`config.mk`:
```
export PLATFORM = sky130hd
export DESIGN_NAME = dvs_event_ingress_flat
export DESIGN_NICKNAME = d
export VERILOG_FILES = /design/src/rtl/dvs_event_ingress_if.sv /design/src/rtl/dvs_event_ingress.sv /design/src/flat_wrapper.sv
export SDC_FILE = /design/constraint.sdc
export NUM_CORES = 1
export LEC_CHECK = 0
export ABC_AREA = 1
export ABC_CLOCK_PERIOD_IN_PS = 2500
export CORE_MARGIN = 2
export CORE_UTILIZATION = 54
export CTS_CLUSTER_DIAMETER = 40
export DETAILED_ROUTE_END_ITERATION = 16
export GPL_ROUTABILITY_DRIVEN = 0
export PLACE_DENSITY_LB_ADDON = 0.12
export SLEW_MARGIN = 20
export SYNTH_ARGS = -nofsm -noshare
export SYNTH_HDL_FRONTEND = slang
export SYNTH_SLANG_ARGS = --single-unit
```
`constraint.sdc`:
```
create_clock -name clk -period 2.5 [get_ports clk]
set_input_delay 0.5 -clock clk [delete_from_list [all_inputs] [get_ports clk]]
set_output_delay 0.5 -clock clk [all_outputs]
set_load 0.005 [all_outputs]
```
`src/rtl/dvs_event_ingress_if.sv`:
```
// Event port between the ingress FIFO head (master) and the gesture accelerator (slave).
// Handshake: an entry transfers on every clk edge where event_valid && event_ready; while
// event_valid is high and no transfer happens, the producer holds all event_* fields stable.
interface dvs_event_ingress_if;
    logic        event_valid;
    logic        event_ready;
    logic [8:0]  event_x;
    logic [8:0]  event_y;
    logic        event_polarity;
    logic [15:0] event_ts;

    modport master (
        output event_valid, event_x, event_y, event_polarity, event_ts,
        input  event_ready
    );

    modport slave (
        input  event_valid, event_x, event_y, event_polarity, event_ts,
        output event_ready
    );
endinterface

```
`src/rtl/dvs_event_ingress.sv`:
```
// DVS event ingress: UART byte parser, range check, inter-byte timeout and show-ahead event FIFO.
// Optional per-event timestamps are built when DVS_INGRESS_TIMESTAMP_EN is defined.
module dvs_event_ingress #(
    parameter int FIFO_DEPTH     = 16,
    parameter int SENSOR_RES     = 320,
    parameter int TIMEOUT_CYCLES = 12000,
    parameter int TS_DIV         = 12
) (
    input  logic                              clk,
    input  logic                              rst,
    input  logic [7:0]                        rx_data,
    input  logic                              rx_valid,
    dvs_event_ingress_if.master               evt,
    output logic                              cmd_ping,
    output logic                              cmd_query,
    output logic [$clog2(FIFO_DEPTH+1)-1:0]   fifo_level,
    output logic [7:0]                        drop_count,
    output logic [7:0]                        err_count,
    output logic [2:0]                        parser_state
);
    localparam int PW = $clog2(FIFO_DEPTH);
    localparam int LW = $clog2(FIFO_DEPTH + 1);
    localparam int TW = $clog2(TIMEOUT_CYCLES + 1);

    typedef enum logic [2:0] {
        S_IDLE = 3'd0,
        S_X_HI = 3'd1,
        S_X_LO = 3'd2,
        S_Y_HI = 3'd3,
        S_Y_LO = 3'd4,
        S_POL  = 3'd5
    } state_t;

    state_t          state_q, state_d;
    logic [TW-1:0]   timer_q;
    logic [8:0]      x_q, y_q;
    logic            ping_d, query_d, err_evt, push_req, timeout_hit;
    logic            byte_is_hi, out_of_range;

    // The x/y high byte carries only bit 8; anything above bit 0 marks a framing error.
    assign byte_is_hi   = (rx_data[7:1] == 7'd0);
    assign out_of_range = (int'(x_q) >= SENSOR_RES) || (int'(y_q) >= SENSOR_RES);
    assign parser_state = state_q;

    always_ff @(posedge clk or posedge rst) begin
        if (rst) state_q <= S_IDLE;
        else     state_q <= state_d;
    end

    always_comb begin
        state_d     = state_q;
        ping_d      = 1'b0;
        query_d     = 1'b0;
        err_evt     = 1'b0;
        push_req    = 1'b0;
        timeout_hit = 1'b0;
        if (rx_valid) begin
            case (state_q)
                S_IDLE: begin
                    if (rx_data == 8'hFF)      ping_d  = 1'b1;
                    else if (rx_data == 8'hFE) query_d = 1'b1;
                    else if (byte_is_hi)       state_d = S_X_LO;
                    else                       err_evt = 1'b1;
                end
                S_X_LO: state_d = S_Y_HI;
                S_Y_HI: begin
                    if (byte_is_hi) state_d = S_Y_LO;
                    else begin
                        err_evt = 1'b1;
                        state_d = S_IDLE;
                    end
                end
                S_Y_LO: state_d = S_POL;
                S_POL: begin
                    state_d = S_IDLE;
                    if (out_of_range) err_evt  = 1'b1;
                    else              push_req = 1'b1;
                end
                default: state_d = S_IDLE;
            endcase
        end else if (state_q != S_IDLE && timer_q == TW'(TIMEOUT_CYCLES - 1)) begin
            // A byte arriving on the expiry cycle is taken above, so it always beats the abort.
            timeout_hit = 1'b1;
            err_evt     = 1'b1;
            state_d     = S_IDLE;
        end
    end

    always_ff @(posedge clk or posedge rst) begin
        if (rst)                                           timer_q <= '0;
        else if (rx_valid || state_q == S_IDLE || timeout_hit) timer_q <= '0;
        else                                               timer_q <= timer_q + 1'b1;
    end

    always_ff @(posedge clk or posedge rst) begin
        if (rst) begin
            x_q <= '0;
            y_q <= '0;
        end else if (rx_valid) begin
            case (state_q)
                S_IDLE:  if (byte_is_hi) x_q[8] <= rx_data[0];
                S_X_LO:  x_q[7:0] <= rx_data;
                S_Y_HI:  if (byte_is_hi) y_q[8] <= rx_data[0];
                S_Y_LO:  y_q[7:0] <= rx_data;
                default: ;
            endcase
        end
    end

    always_ff @(posedge clk or posedge rst) begin
        if (rst) begin
            cmd_ping  <= 1'b0;
            cmd_query <= 1'b0;
        end else begin
            cmd_ping  <= ping_d;
            cmd_query <= query_d;
        end
    end

    logic [8:0]    mem_x   [FIFO_DEPTH];
    logic [8:0]    mem_y   [FIFO_DEPTH];
    logic          mem_pol [FIFO_DEPTH];
    logic [PW-1:0] wr_ptr, rd_ptr;
    logic          full, pop, push, drop_evt;

    // A pop on the same edge frees the slot, so a push into a full FIFO still succeeds then.
    assign full            = (fifo_level == LW'(FIFO_DEPTH));
    assign evt.event_valid = (fifo_level != '0);
    assign pop             = evt.event_valid && evt.event_ready;
    assign push            = push_req && (!full || pop);
    assign drop_evt        = push_req && full && !pop;

    always_ff @(posedge clk) begin
        if (push) begin
            mem_x[wr_ptr]   <= x_q;
            mem_y[wr_ptr]   <= y_q;
            mem_pol[wr_ptr] <= rx_data[0];
        end
    end

    assign evt.event_x        = evt.event_valid ? mem_x[rd_ptr]   : '0;
    assign evt.event_y        = evt.event_valid ? mem_y[rd_ptr]   : '0;
    assign evt.event_polarity = evt.event_valid ? mem_pol[rd_ptr] : 1'b0;

    always_ff @(posedge clk or posedge rst) begin
        if (rst) begin
            wr_ptr     <= '0;
            rd_ptr     <= '0;
            fifo_level <= '0;
        end else begin
            if (push) wr_ptr <= wr_ptr + 1'b1;
            if (pop)  rd_ptr <= rd_ptr + 1'b1;
            case ({push, pop})
                2'b10:   fifo_level <= fifo_level + 1'b1;
                2'b01:   fifo_level <= fifo_level - 1'b1;
                default: ;
            endcase
        end
    end

    always_ff @(posedge clk or posedge rst) begin
        if (rst) begin
            drop_count <= '0;
            err_count  <= '0;
        end else begin
            if (drop_evt && drop_count != 8'hFF) drop_count <= drop_count + 8'd1;
            if (err_evt && err_count != 8'hFF)   err_count  <= err_count + 8'd1;
        end
    end

`ifdef DVS_INGRESS_TIMESTAMP_EN
    localparam int DW = (TS_DIV > 1) ? $clog2(TS_DIV) : 1;

    logic [DW-1:0] ts_div_q;
    logic [15:0]   ts_q;
    logic [15:0]   mem_ts [FIFO_DEPTH];

    always_ff @(posedge clk or posedge rst) begin
        if (rst) begin
            ts_div_q <= '0;
            ts_q     <= '0;
        end else if (ts_div_q == DW'(TS_DIV - 1)) begin
            ts_div_q <= '0;
            ts_q     <= ts_q + 16'd1;
        end else begin
            ts_div_q <= ts_div_q + 1'b1;
        end
    end

    always_ff @(posedge clk) begin
        if (push) mem_ts[wr_ptr] <= ts_q;
    end

    assign evt.event_ts = evt.event_valid ? mem_ts[rd_ptr] : '0;
`else
    assign evt.event_ts = '0;
`endif
endmodule

```
`src/flat_wrapper.sv`:
```
// flat-port wrapper written by rule: the top's interface ports become plain ports
module dvs_event_ingress_flat 
#(
    parameter int FIFO_DEPTH     = 16,
    parameter int SENSOR_RES     = 320,
    parameter int TIMEOUT_CYCLES = 12000,
    parameter int TS_DIV         = 12
)
  (clk, rst, rx_data, rx_valid, cmd_ping, cmd_query, fifo_level, drop_count, err_count, parser_state, evt_event_valid, evt_event_x, evt_event_y, evt_event_polarity, evt_event_ts, evt_event_ready);
  dvs_event_ingress_if evt_i ();
  input  logic clk;
  input  logic rst;
  input  logic [7:0] rx_data;
  input  logic rx_valid;
  output logic cmd_ping;
  output logic cmd_query;
  output logic [$clog2(FIFO_DEPTH+1)-1:0] fifo_level;
  output logic [7:0] drop_count;
  output logic [7:0] err_count;
  output logic [2:0] parser_state;
  output wire logic [$bits(evt_i.event_valid)-1:0] evt_event_valid;
  output wire logic [$bits(evt_i.event_x)-1:0] evt_event_x;
  output wire logic [$bits(evt_i.event_y)-1:0] evt_event_y;
  output wire logic [$bits(evt_i.event_polarity)-1:0] evt_event_polarity;
  output wire logic [$bits(evt_i.event_ts)-1:0] evt_event_ts;
  input wire logic [$bits(evt_i.event_ready)-1:0] evt_event_ready;
  assign evt_event_valid = evt_i.event_valid;
  assign evt_event_x = evt_i.event_x;
  assign evt_event_y = evt_i.event_y;
  assign evt_event_polarity = evt_i.event_polarity;
  assign evt_event_ts = evt_i.event_ts;
  assign evt_i.event_ready = evt_event_ready;
  dvs_event_ingress #(.FIFO_DEPTH(FIFO_DEPTH), .SENSOR_RES(SENSOR_RES), .TIMEOUT_CYCLES(TIMEOUT_CYCLES), .TS_DIV(TS_DIV)) u_core (.clk(clk), .rst(rst), .rx_data(rx_data), .rx_valid(rx_valid), .evt(evt_i), .cmd_ping(cmd_ping), .cmd_query(cmd_query), .fifo_level(fifo_level), .drop_count(drop_count), .err_count(err_count), .parser_state(parser_state));
endmodule
```
Word-level counts from Yosys, hierarchy flattened:

Memory sizes are Yosys's and may differ from the RTL's.
Cells that the tools add are included.

* bits in registers: 66
* bits in writable memories: 304
* output and inout bits: 62
* word-level logic and storage cells: 96
* memories kept: 3

Memories
* u_core.mem_x: words 16, bits a word 9, read ports 1, clocked after Yosys merged registers in 0, write ports 1, RTL line dvs_event_ingress.sv:120 `logic [8:0] mem_x [FIFO_DEPTH];`
* u_core.mem_y: words 16, bits a word 9, read ports 1, clocked after Yosys merged registers in 0, write ports 1, RTL line dvs_event_ingress.sv:121 `logic [8:0] mem_y [FIFO_DEPTH];`
* u_core.mem_pol: words 16, bits a word 1, read ports 1, clocked after Yosys merged registers in 0, write ports 1, RTL line dvs_event_ingress.sv:122 `logic mem_pol [FIFO_DEPTH];`

* add/sub/neg operators: 7
* $lt $le $gt $ge: 2
* equality and inequality tests: 15
* mux-type cells: 32
* reduce and logical (&&, ||, !) cells: 24

Operator list (count)
* 1-bit two-way mux: 20
* 9-bit greater-or-equal comparator (second input constant): 2
* 3-bit two-way mux: 6
* 9-bit two-way mux: 2
* 8-bit by 1-bit adder with 8-bit output (second input constant): 2
* 8-bit == test (second input constant): 2
* 8-bit inequality test (second input constant): 2
* 14-bit by 1-bit adder with 14-bit output (second input constant): 1
* 14-bit == test (second input constant): 1
* 14-bit two-way mux: 1
* 3-bit one-hot mux with 4 select lines: 1
* 5-bit one-hot mux with 2 select lines: 1
* 4-bit by 1-bit adder with 4-bit output (second input constant): 2
* 1-bit logical AND: 7
* 7-bit zero test: 1
* 3-bit by 2-bit == test with 1-bit output (second input constant): 2
* 3-bit == test (second input constant): 2
* 3-bit inequality test (second input constant): 2
* 3-bit AND reduction: 2
* 5-bit by 1-bit adder with 5-bit output (second input constant): 1
* 5-bit == test (second input constant): 1
* 5-bit nonzero test: 1
* 5-bit by 1-bit subtractor with 5-bit output (second input constant): 1
* 1-bit logical OR: 4
* other kinds (10): 13

Depth between registers and ports, before layout:

Gate-level depths: netlist (run 1).

* depth in word-level cells: 8
* depth in mapped cells: 16

Worst setup path after synthesis (run 1):

Ideal clock, no wire load.

* path type: register to register
* start point: reg u_core.y_q[7]
* end point: mem u_core.mem_pol[11], enable pin
* library setup time: 0.395 ns
* data arrival time: 2.230 ns
* slack: -0.124 ns
* cell stages (with the launch flop): 8
* buffers on the path: 0
* period minus slack after synthesis: 2.624 ns
* cell sequence: dfrtp_1 -> o21ai_0 -> nand2_1 -> nor2_1 -> nand2_1 -> a31oi_4 -> nand3_1 -> nor2_1

* longest elaborated chain between the ends: 8

RTL lines
* start, declared: RTL line dvs_event_ingress.sv:36 `logic [8:0] x_q, y_q;`
* start signal, assigned: RTL line dvs_event_ingress.sv:104 `S_Y_LO: y_q[7:0] <= rx_data;`
* 9-bit greater-or-equal comparator: RTL line dvs_event_ingress.sv:42 `assign out_of_range = (int'(x_q) >= SENSOR_RES) || (int'(y_q) >= SENSOR_RES);`
* 1-bit logical OR: RTL line dvs_event_ingress.sv:42
* 1-bit two-way mux: RTL line dvs_event_ingress.sv:76 `if (out_of_range) err_evt = 1'b1;`
* 1-bit two-way mux: RTL line dvs_event_ingress.sv:58 `case (state_q)`
* 1-bit two-way mux: RTL line dvs_event_ingress.sv:57 `if (rx_valid) begin`
* 1-bit logical AND: RTL line dvs_event_ingress.sv:130 `assign push = push_req && (!full || pop);`
* 1-bit two-way mux: RTL line dvs_event_ingress.sv:134 `if (push) begin`
* 1-bit two-way mux (not written as such): RTL line dvs_event_ingress.sv:137 `mem_pol[wr_ptr] <= rx_data[0];`
* end, declared: RTL line dvs_event_ingress.sv:122

No other way between the ends.

Worst setup path in the final report (run 1):

* start point: reg u_core.rd_ptr[0]
* end point: out evt_event_polarity

* longest elaborated chain between the ends: 2

RTL lines
* start, declared: RTL line dvs_event_ingress.sv:123 `logic [PW-1:0] wr_ptr, rd_ptr;`
* start signal, assigned: RTL line dvs_event_ingress.sv:152 `if (pop) rd_ptr <= rd_ptr + 1'b1;`
* memory 16 x 1 bit
* 1-bit two-way mux: RTL line dvs_event_ingress.sv:143 `assign evt.event_polarity = evt.event_valid ? mem_pol[rd_ptr] : 1'b0;`
* end, declared: RTL line flat_wrapper.sv:24 `output wire logic [$bits(evt_i.event_polarity)-1:0] evt_event_polarity;`

No other way between the ends.

==> results of run 1 <==
==> through the flow <==
stage / cells / TNS, ns / total power (W) / util (%) / hold slack, ns
floorplan: 1349 / -30.27 / 0.0112 / - / 0.433
detailed placement: 1817 / -27.56 / 0.0145 / 62.2 / 0.458
finish: 1958 / -4.97 / 0.0244 / 73.5 / 0.432
CTS: 1953 / -4.94 / 0.0237 / 72.3 / 0.452
global placement: 1817 / -22.02 / 0.0144 / 62.2 / 0.451
global route: 1958 / -6.19 / 0.0253 / 73.5 / 0.473
==> report_power, final <==
| part | internal [W] | switching (W) |
|---|---|---|
| Sequential | 0.00719 | 0.000494 |
| Combinational | 0.00451 | 0.00516 |
| Clock | 0.00434 | 0.00268 |
| Total | 0.0160 | 0.00833 |
==> routing by layer <==
metal	GRT usage [%]	wire, um
met3	3.91	3270
met1	38.1	17000
met5	0	0
met2	45.8	20900
met4	8.47	1050
==> what timing repair did <==
action / in CTS / in global routing
pin swaps: 90 / 64
gates cloned: 17 / 3
resized for setup: 241 / 98
setup endpoints to repair: 19 / 20
setup buffers: 37 / 9
==> path summary, 6_finish.rpt <==
kind	end	slack [ns]	cells after the start	start
max	evt_event_polarity	-0.35	7	u_core.rd_ptr[0]
min	u_core.y_q[1]	0.43	2	rst
max reg2reg	u_core.mem_y[10][1]	0.18	7	u_core.parser_state[2]
min reg2reg	u_core.timer_q[0]	0.46	1	u_core.timer_q[0]
max in group asynchronous	u_core.timer_q[2]	1.46	3	rst
min in group clk	u_core.timer_q[0]	0.46	1	u_core.timer_q[0]
==> flip-flops by register name (all words and copies together) (netlist names) <==
| name | cells |
|---|---|
| u_core.mem_y | 144 |
| u_core.err_count | 8 |
| u_core.wr_ptr | 4 |
| u_core.parser_state | 3 |
| u_core.mem_x | 144 |
| u_core.rd_ptr | 4 |
| u_core.drop_count | 8 |
| u_core.y_q | 9 |
| u_core.fifo_level | 5 |
| u_core.cmd_query | 1 |
| u_core.x_q | 9 |
| u_core.mem_pol | 16 |
| u_core.timer_q | 14 |
| u_core.cmd_ping | 1 |
==> area by class of cell <==
class	count	area [um2]	share of cell area (%)
repair inverters	1	16.3	0.0792
well taps	378	473	2.30
clock inverters	34	413	2.01
flip-flops and latches	370	10800	52.5
inverters	53	209	1.02
clock buffers	51	1230	6.01
repair buffers	226	2650	12.9
multi-input cells	845	4760	23.2
==> cells by family (layout without fill, tap and decap cells) <==
kind of cell,Yosys count,in the layout,synth area share [%]
adders and majority gates,12,12,1.02
buffers and inverters,134,365,3.85
xor gates and xnor gates,23,23,1.31
other,1,16,0.0243
and+or+nand+nor,543,543,14.5
DFF,370,370,69.9
AOI/OAI and AO/OA,251,251,9.40
==> layout by cell type (no fill, tap or decap), drive strengths merged, types with 2 or more instances in the layout <==
cell type,synthesis,layout
edfxtp,304,304
nand2,237,237
nor2,191,191
buf,36,183
o21ai,122,122
nand3,84,84
dfrtp,66,66
a21oi,66,66
inv,52,59
clkbuf,45,54
clkdlybuf4s50,0,38
o211ai,19,19
o31ai,19,19
o221ai,19,19
nand4,16,16
conb,1,16
clkinv,1,16
xor2,15,15
ha,11,11
nor3,10,10
xnor2,8,8
bufinv,0,7
clkinvlp,0,6
nand3b,2,2
o21a,2,2
nor3b,2,2
o21bai,2,2
bufbuf,0,2
a31oi,2,2
==> flow_results.org, run 1 <==
** Outcome
- The run finished, with violations left.
- The final reports fail on negative setup slack.

** Worst setup path
- Required time worst endpoint :: 2.00 ns
- Library cell contributing the largest single delay on the critical path :: dfrtp_4
- Max incr delay on CP :: 0.56 ns
- STA classifies the critical path endpoint as an output pin.
- Of all nets on the critical path, the largest fanout is 11.
- Together, buffers and inverters on the worst path number 3.
- The kind of cell with the highest combined delay along the critical path is compound AO/OA/AOI/OAI gates.
- Worst setup path class :: reg -> out
- The worst setup path is launched from a flip-flop.
- Walking the worst path, the cells encountered are buf_6, clkbuf_16, o21ai_0, nor2_1, o31ai_1, a21oi_2, buf_2.
- Critical path data arrival time :: 2.35 ns

** STA
- Setup slack after layout :: -0.355 ns
- Max transition margin :: 49.4%
- Highest clock rate :: 350 MHz
- Number of hold violations in the final report :: 0
- Setup repair after global routing could not meet its margin everywhere.
- On the final layout, the worst clock skew is 0.0138 ns.
- At the pin with the least slew margin, the transition time is 0.757 ns.
- Setup violations remaining at the end of the flow were counted as 19.
- Final cycle utilization of the critical path :: 114%
- The number of pins exceeding their max-slew limit in the final report came to 0.
- Subtracting the final worst setup slack from the clock period gives 2.85 ns.

** Global routing
- Total congestion overflow :: 0
- Number of global-route vias before repair :: 11.0k
- GRT Total Usage :: 27.6%
- Pin count of the biggest net entering global routing :: 35
- The initial antenna violation count is 0.
- Wire length of the first global-routing pass :: 63.6 mm

** Synth
- Post-Syn Area :: 0.0154 mm2
- In this run, synthesis inferred 304 flip-flops with an integrated enable.
- Leading cell types by count after synthesis :: edfxtp_1, nand2_1, nor2_1
- The synthesized design contains 370 register bits.
- YS warnings :: 0
- Cell type with the largest total area after synthesis :: edfxtp_1
- Number of cells produced by synthesis :: 1334
- Most frequently used cell type in the post-synthesis netlist :: edfxtp_1
- In the synthesized netlist the dominant register cell turns out to be edfxtp_1.
- Counting distinct cell types in the post-synthesis netlist gives 35.
- Post-synthesis async set-or-reset flop share :: 17.8%
- The synthesized design devotes to its leading area cell type 59.2% of total area.
- Sequential element share of the synthesized area :: 69.9%
- Largest cells by area after synthesis :: edfxtp_1, dfrtp_1, nand2_1
- A synthesized cell averages 11.6 um2.

** Floorplan
- I/O pin count :: 74
- Cell Rows :: 61
- Initial cell density of the core :: 55.2%
- After floorplanning, the core was sized to cover 0.0279 mm2.
- Measured along the y axis, the die boundary spans 173 um.
- Die Outline Area :: 0.0299 mm2
- In this run the horizontal extent of the chip is 173 um.

** Final layout
- Post-route cell area :: 0.0205 mm2
- From synthesis to final layout, the design area changed by 33.2%.
- The net count of the finished layout is 1567.
- In the final layout, the share of cells above drive strength 1 is 27.4%.
- After filler insertion, the fill cell instance count of the layout stands at 1817.
- 0 antenna diodes ended up in the layout.

** Clocking
- The tree is rooted in a clkbuf_16.
- Sink Count :: 370
- Worst-Skew Late Latency :: 0.55 ns
- Clock input transition at the sequential cells of the worst setup and hold paths :: 0.06 ns
- TritonCTS clock tree :: built
- Number of buffers inserted during clock tree synthesis :: 46
- CTS hold repair buffers :: 0
- Counting along the longest clock path gives a buffer depth of 3.
- Maximum level of the CTS H-tree :: 2

** Route
- Vias after detailed routing :: 11.3k
- In this run, the number of DRC markers left after iteration 0 of detailed routing was 1234.
- Wire length per cell :: 21.5 um
- Via-to-Cell Ratio :: 5.76
- Total DRC errors in the routed layout :: 0
- Drt total wl :: 42.2 mm
- Once detail routing completed, the nets flagged for antenna violations numbered 0.
- For this run, the detailed router's first-pass iteration total came to 5.

** Flow run
- The tool flagged a number of max-cap violations equal to 0.

** Power
- Cell Pwr Density :: 1190 mW/mm2
- Leak :: 7.94 nW
- IR drop worst, VDD :: 0.000600 V

** Placement
- Once placement finished, the instance area stood at 0.0174 mm2.
- Buffers placed on the I/O ports in this run total 57.
- Detailed placement ended at an HPWL of 23.4 mm.
- Worst slack at placement :: -0.153 ns

** Worst hold path
- Type of the most critical hold path :: in -> async
No activity file was read; power rests on OpenSTA's default activity.
==> inputs of run 2 (changes only) <==
--- a/config.mk
+++ b/config.mk
@@ -12,8 +12,7 @@
 export CTS_CLUSTER_DIAMETER = 40
 export DETAILED_ROUTE_END_ITERATION = 16
 export GPL_ROUTABILITY_DRIVEN = 0
-export PLACE_DENSITY_LB_ADDON = 0.12
-export SLEW_MARGIN = 20
+export PLACE_DENSITY = 0.81
 export SYNTH_ARGS = -nofsm -noshare
 export SYNTH_HDL_FRONTEND = slang
 export SYNTH_SLANG_ARGS = --single-unit
==> run 2 against run 1 <==
Effect of this change:
- the flow still finishes with violations (negative setup slack)
- combinational power fell by 12%
- core utilization decreased by 3.1 points
- die area unchanged
- routed wire length shrank 1.0%
- critical endpoint is now evt_event_x[6]
- clock-buffer cell count down 2
- sequential power about the same
- maximum frequency grew 1.3%
- first-iteration DRC count increased by 18%
- final cell count is 3.0% lower
==> flow_results.org, run 2 (same netlist as run 1, synthesis figures left out) <==
** Outcome
- Status :: finished with violations (unchanged)
- Failing checks: negative setup slack (unchanged).

** Power
- The maximum resistive drop on vdd was 0.000657 V (was 0.000600 V).
- Leak :: 7.47 nW (was 7.94 nW)
- Power Total :: 0.0227 W (was 0.0244 W)
- The power per cell area came to 1160 mW/mm2 (was 1190 mW/mm2).

** STA
- Setup violators final :: 19 (unchanged)
- Highest clock rate :: 355 MHz (was 350 MHz)
- The post-route clock skew came to 0.0207 ns (was 0.0138 ns).
- Setup repair after global routing missed its margin: true (unchanged).
- The number of pins exceeding their max-slew limit in the final report is 0 (unchanged).
- The final count of hold timing violations was 0 (unchanged).
- The transition time at the pin with the least slew margin came to 0.677 ns (was 0.757 ns).
- Final period demand of the worst path :: 2.82 ns (was 2.85 ns)
- The worst setup slack after layout came to -0.319 ns (was -0.355 ns).
- Max transition margin :: 54.8% (was 49.4%)
- The fraction of the cycle the final worst path needs is 113% (was 114%).

** Final layout
- Fill cell instance count of the final layout :: 1752 (was 1817)
- Sequential standard cell area :: 0.0108 mm2 (about the same)
- Commonest non-fill, non-tap cells in the layout: edfxtp_1, nand2_1, nor2_1, o21ai_0, nand3_1 (was edfxtp_1, nand2_1, nor2_1, buf_4, o21ai_0).
- Area growth, synth to finish :: 27.5% (was 33.2%)
- The final net count was 1511 (was 1567).
- Final core area utilization :: 70.4% (was 73.5%)
- Footprint of the multi-input gates :: 0.00454 mm2 (was 0.00476 mm2)
- The number of antenna cells inserted was 0 (unchanged).
- The commonest non-fill, non-tap cell in the layout is edfxtp_1 (unchanged).
- Proportion of layout cells with a drive suffix above 1 :: 21.2% (was 27.4%)
- Registers with the highest flip-flop counts :: u_core.mem_x: 144 flops, u_core.mem_y: 144 flops, u_core.mem_pol: 16 flops (unchanged)

** Route
- The overall via count from detail_route was 11.4k (was 11.3k).
- Drt total wl :: 41.8 mm (was 42.2 mm)
- Wire length per cell :: 22.0 um (was 21.5 um)
- Via-to-Cell Ratio :: 6.00 (was 5.76)
- First-pass DRT Iterations :: 6 (was 5)
- Total DRC errors in the routed layout :: 0 (unchanged)
- The number of DRC markers in iteration 0 came to 1460 (was 1234).
- Remaining number of nets flagged by the antenna check after routing :: 0 (unchanged)

** Clocking
- Maximum clock path buffer count :: 3 (unchanged)
- The number of buffers created by CTS was 43 (was 46).
- The register clock-pin slew on the reported worst setup and hold paths came to 0.07 ns (was 0.06 ns).
- Sink Count :: 370 (unchanged)
- Maximum level of the CTS H-tree :: 2 (unchanged)
- TritonCTS clock tree :: built (unchanged)
- The buffer type at the clock tree root is clkbuf_16 (unchanged).
- Worst-Skew Late Latency :: 0.55 ns (about the same)
- The number of hold buffers added after CTS was 0 (unchanged).

** Floorplan
- Initial cell density of the core :: 55.2% (unchanged)
- Y dimension of the die :: 173 um (unchanged)
- Die width :: 173 um (unchanged)
- Cell Rows :: 61 (unchanged)
- Core Area :: 0.0279 mm2 (unchanged)
- I/O pin count :: 74 (unchanged)
- The overall die area is 0.0299 mm2 (unchanged).

** Worst setup path
- Critical path peak fanout :: 8 (was 11)
- Critical path data arrival time :: 2.32 ns (was 2.35 ns)
- The beginning of the worst register-to-register path is u_core.x_q[7] (was u_core.parser_state[2]).
- The data required time of the worst path is 2.00 ns (about the same).
- The critical path start-end classification was reg -> out (unchanged).
- The worst setup path startpoint was u_core.rd_ptr[0] (unchanged).
- The type of origin of the critical path is a flip-flop (unchanged).
- The nature of the critical path endpoint is an output pin (unchanged).

** Worst hold path
- The worst min-delay path class is in -> async (unchanged).

** Global routing
- Pin count of the biggest net entering global routing :: 38 (was 35)
- Total congestion overflow :: 0 (unchanged)
- The total routing resource utilization after global routing is 27.4% (was 27.6%).
- Number of global-route vias before repair :: 11.3k (was 11.0k)
- The met3 track demand over resource is 6.20% (was 3.91%).
- Met1 global-route usage :: 35.3% (was 38.1%)
- The wire length of the first global-routing pass was 63.6 mm (about the same).
- The initial antenna violation count came to 0 (unchanged).
- The busiest layer in global routing was met2 (unchanged).
- Met2 Track Usage GR :: 44.9% (was 45.8%)

** Flow run
- The total of max-cap violations came to 0 (unchanged).

** Placement
- The count of buffers from port buffering is 57 (unchanged).
- Final HPWL from detailed placement :: 22.3 mm (was 23.4 mm)
## run 2: changes by cell type in the layout (fill, tap and decap cells not counted), sizes merged
cell,change
clkbuf,-1
clkinvlp,-1
buf,-51
bufbuf,-2
clkinv,-1
bufinv,-2
inv,-1
## run 2: path summary, 6_finish.rpt
check / to / slack (ns) / depth (start not counted)
min in group clk: u_core.timer_q[0] / 0.47 / 1
setup / recovery: evt_event_x[6] / -0.32 / 10
hold / removal: u_core.wr_ptr[3] / 0.31 / 2
hold reg to reg: u_core.timer_q[0] / 0.47 / 1
setup reg to reg: u_core.mem_x[10][7] / 0.23 / 8
max in group asynchronous: u_core.rd_ptr[1] / 1.62 / 3
## run 2: report_power, final
part | total, W | internal, W | switching [W]
clock network | 0.00653 | 0.00388 | 0.00264
registers | 0.00768 | 0.00719 | 0.000493
logic | 0.00850 | 0.00376 | 0.00474
total | 0.0227 | 0.0148 | 0.00788
## run 2: critical path, stage by stage, from the launching register on
cell,delay (ns)
dfrtp_4,0.54
inv_8,0.11
buf_8,0.14
buf_12,0.13
nand2_2,0.07
nand3_2,0.10
nand2_2,0.07
a21oi_2,0.17
o31ai_2,0.10
a21oi_2,0.18
buf_2,0.14
## run 2: per-stage QoR
stage	instances	area [um2]	hold slack, ns	setup WS [ns]	TNS, ns
final	1899	19700	0.308	-0.319	-4.16
after global routing	1899	19700	0.362	-0.350	-5.47
after global placement	1797	17300	0.447	-0.0476	-0.294
after CTS	1900	19500	0.339	-0.286	-3.84
after detailed placement	1797	17300	0.466	-0.145	-5.13
after floorplan	1349	15500	0.433	-0.124	-30.27
## run 2: repair_timing
action	CTS	global route
buffers inserted	16	2
setup endpoints to repair	19	32
cloned	9	3
resized for setup	191	67
pin swaps	71	51
## run 2: cell type report
class	instances	share of cell area, %
Sequential cell	370	54.9
Timing Repair Buffer	174	10.9
Tap cell	378	2.41
Inverter	53	1.08
Clock buffer	49	5.80
Clock inverter	30	1.85
Multi-Input combinational cell	845	23.1
## run 2: layer usage
layer / share of wire (%) / vias up
met2: 48 / 722
li1: - / 5020
met5: 0 / -
met1: 36 / 5487
met3: 11 / 158
met4: 4.2 / 0
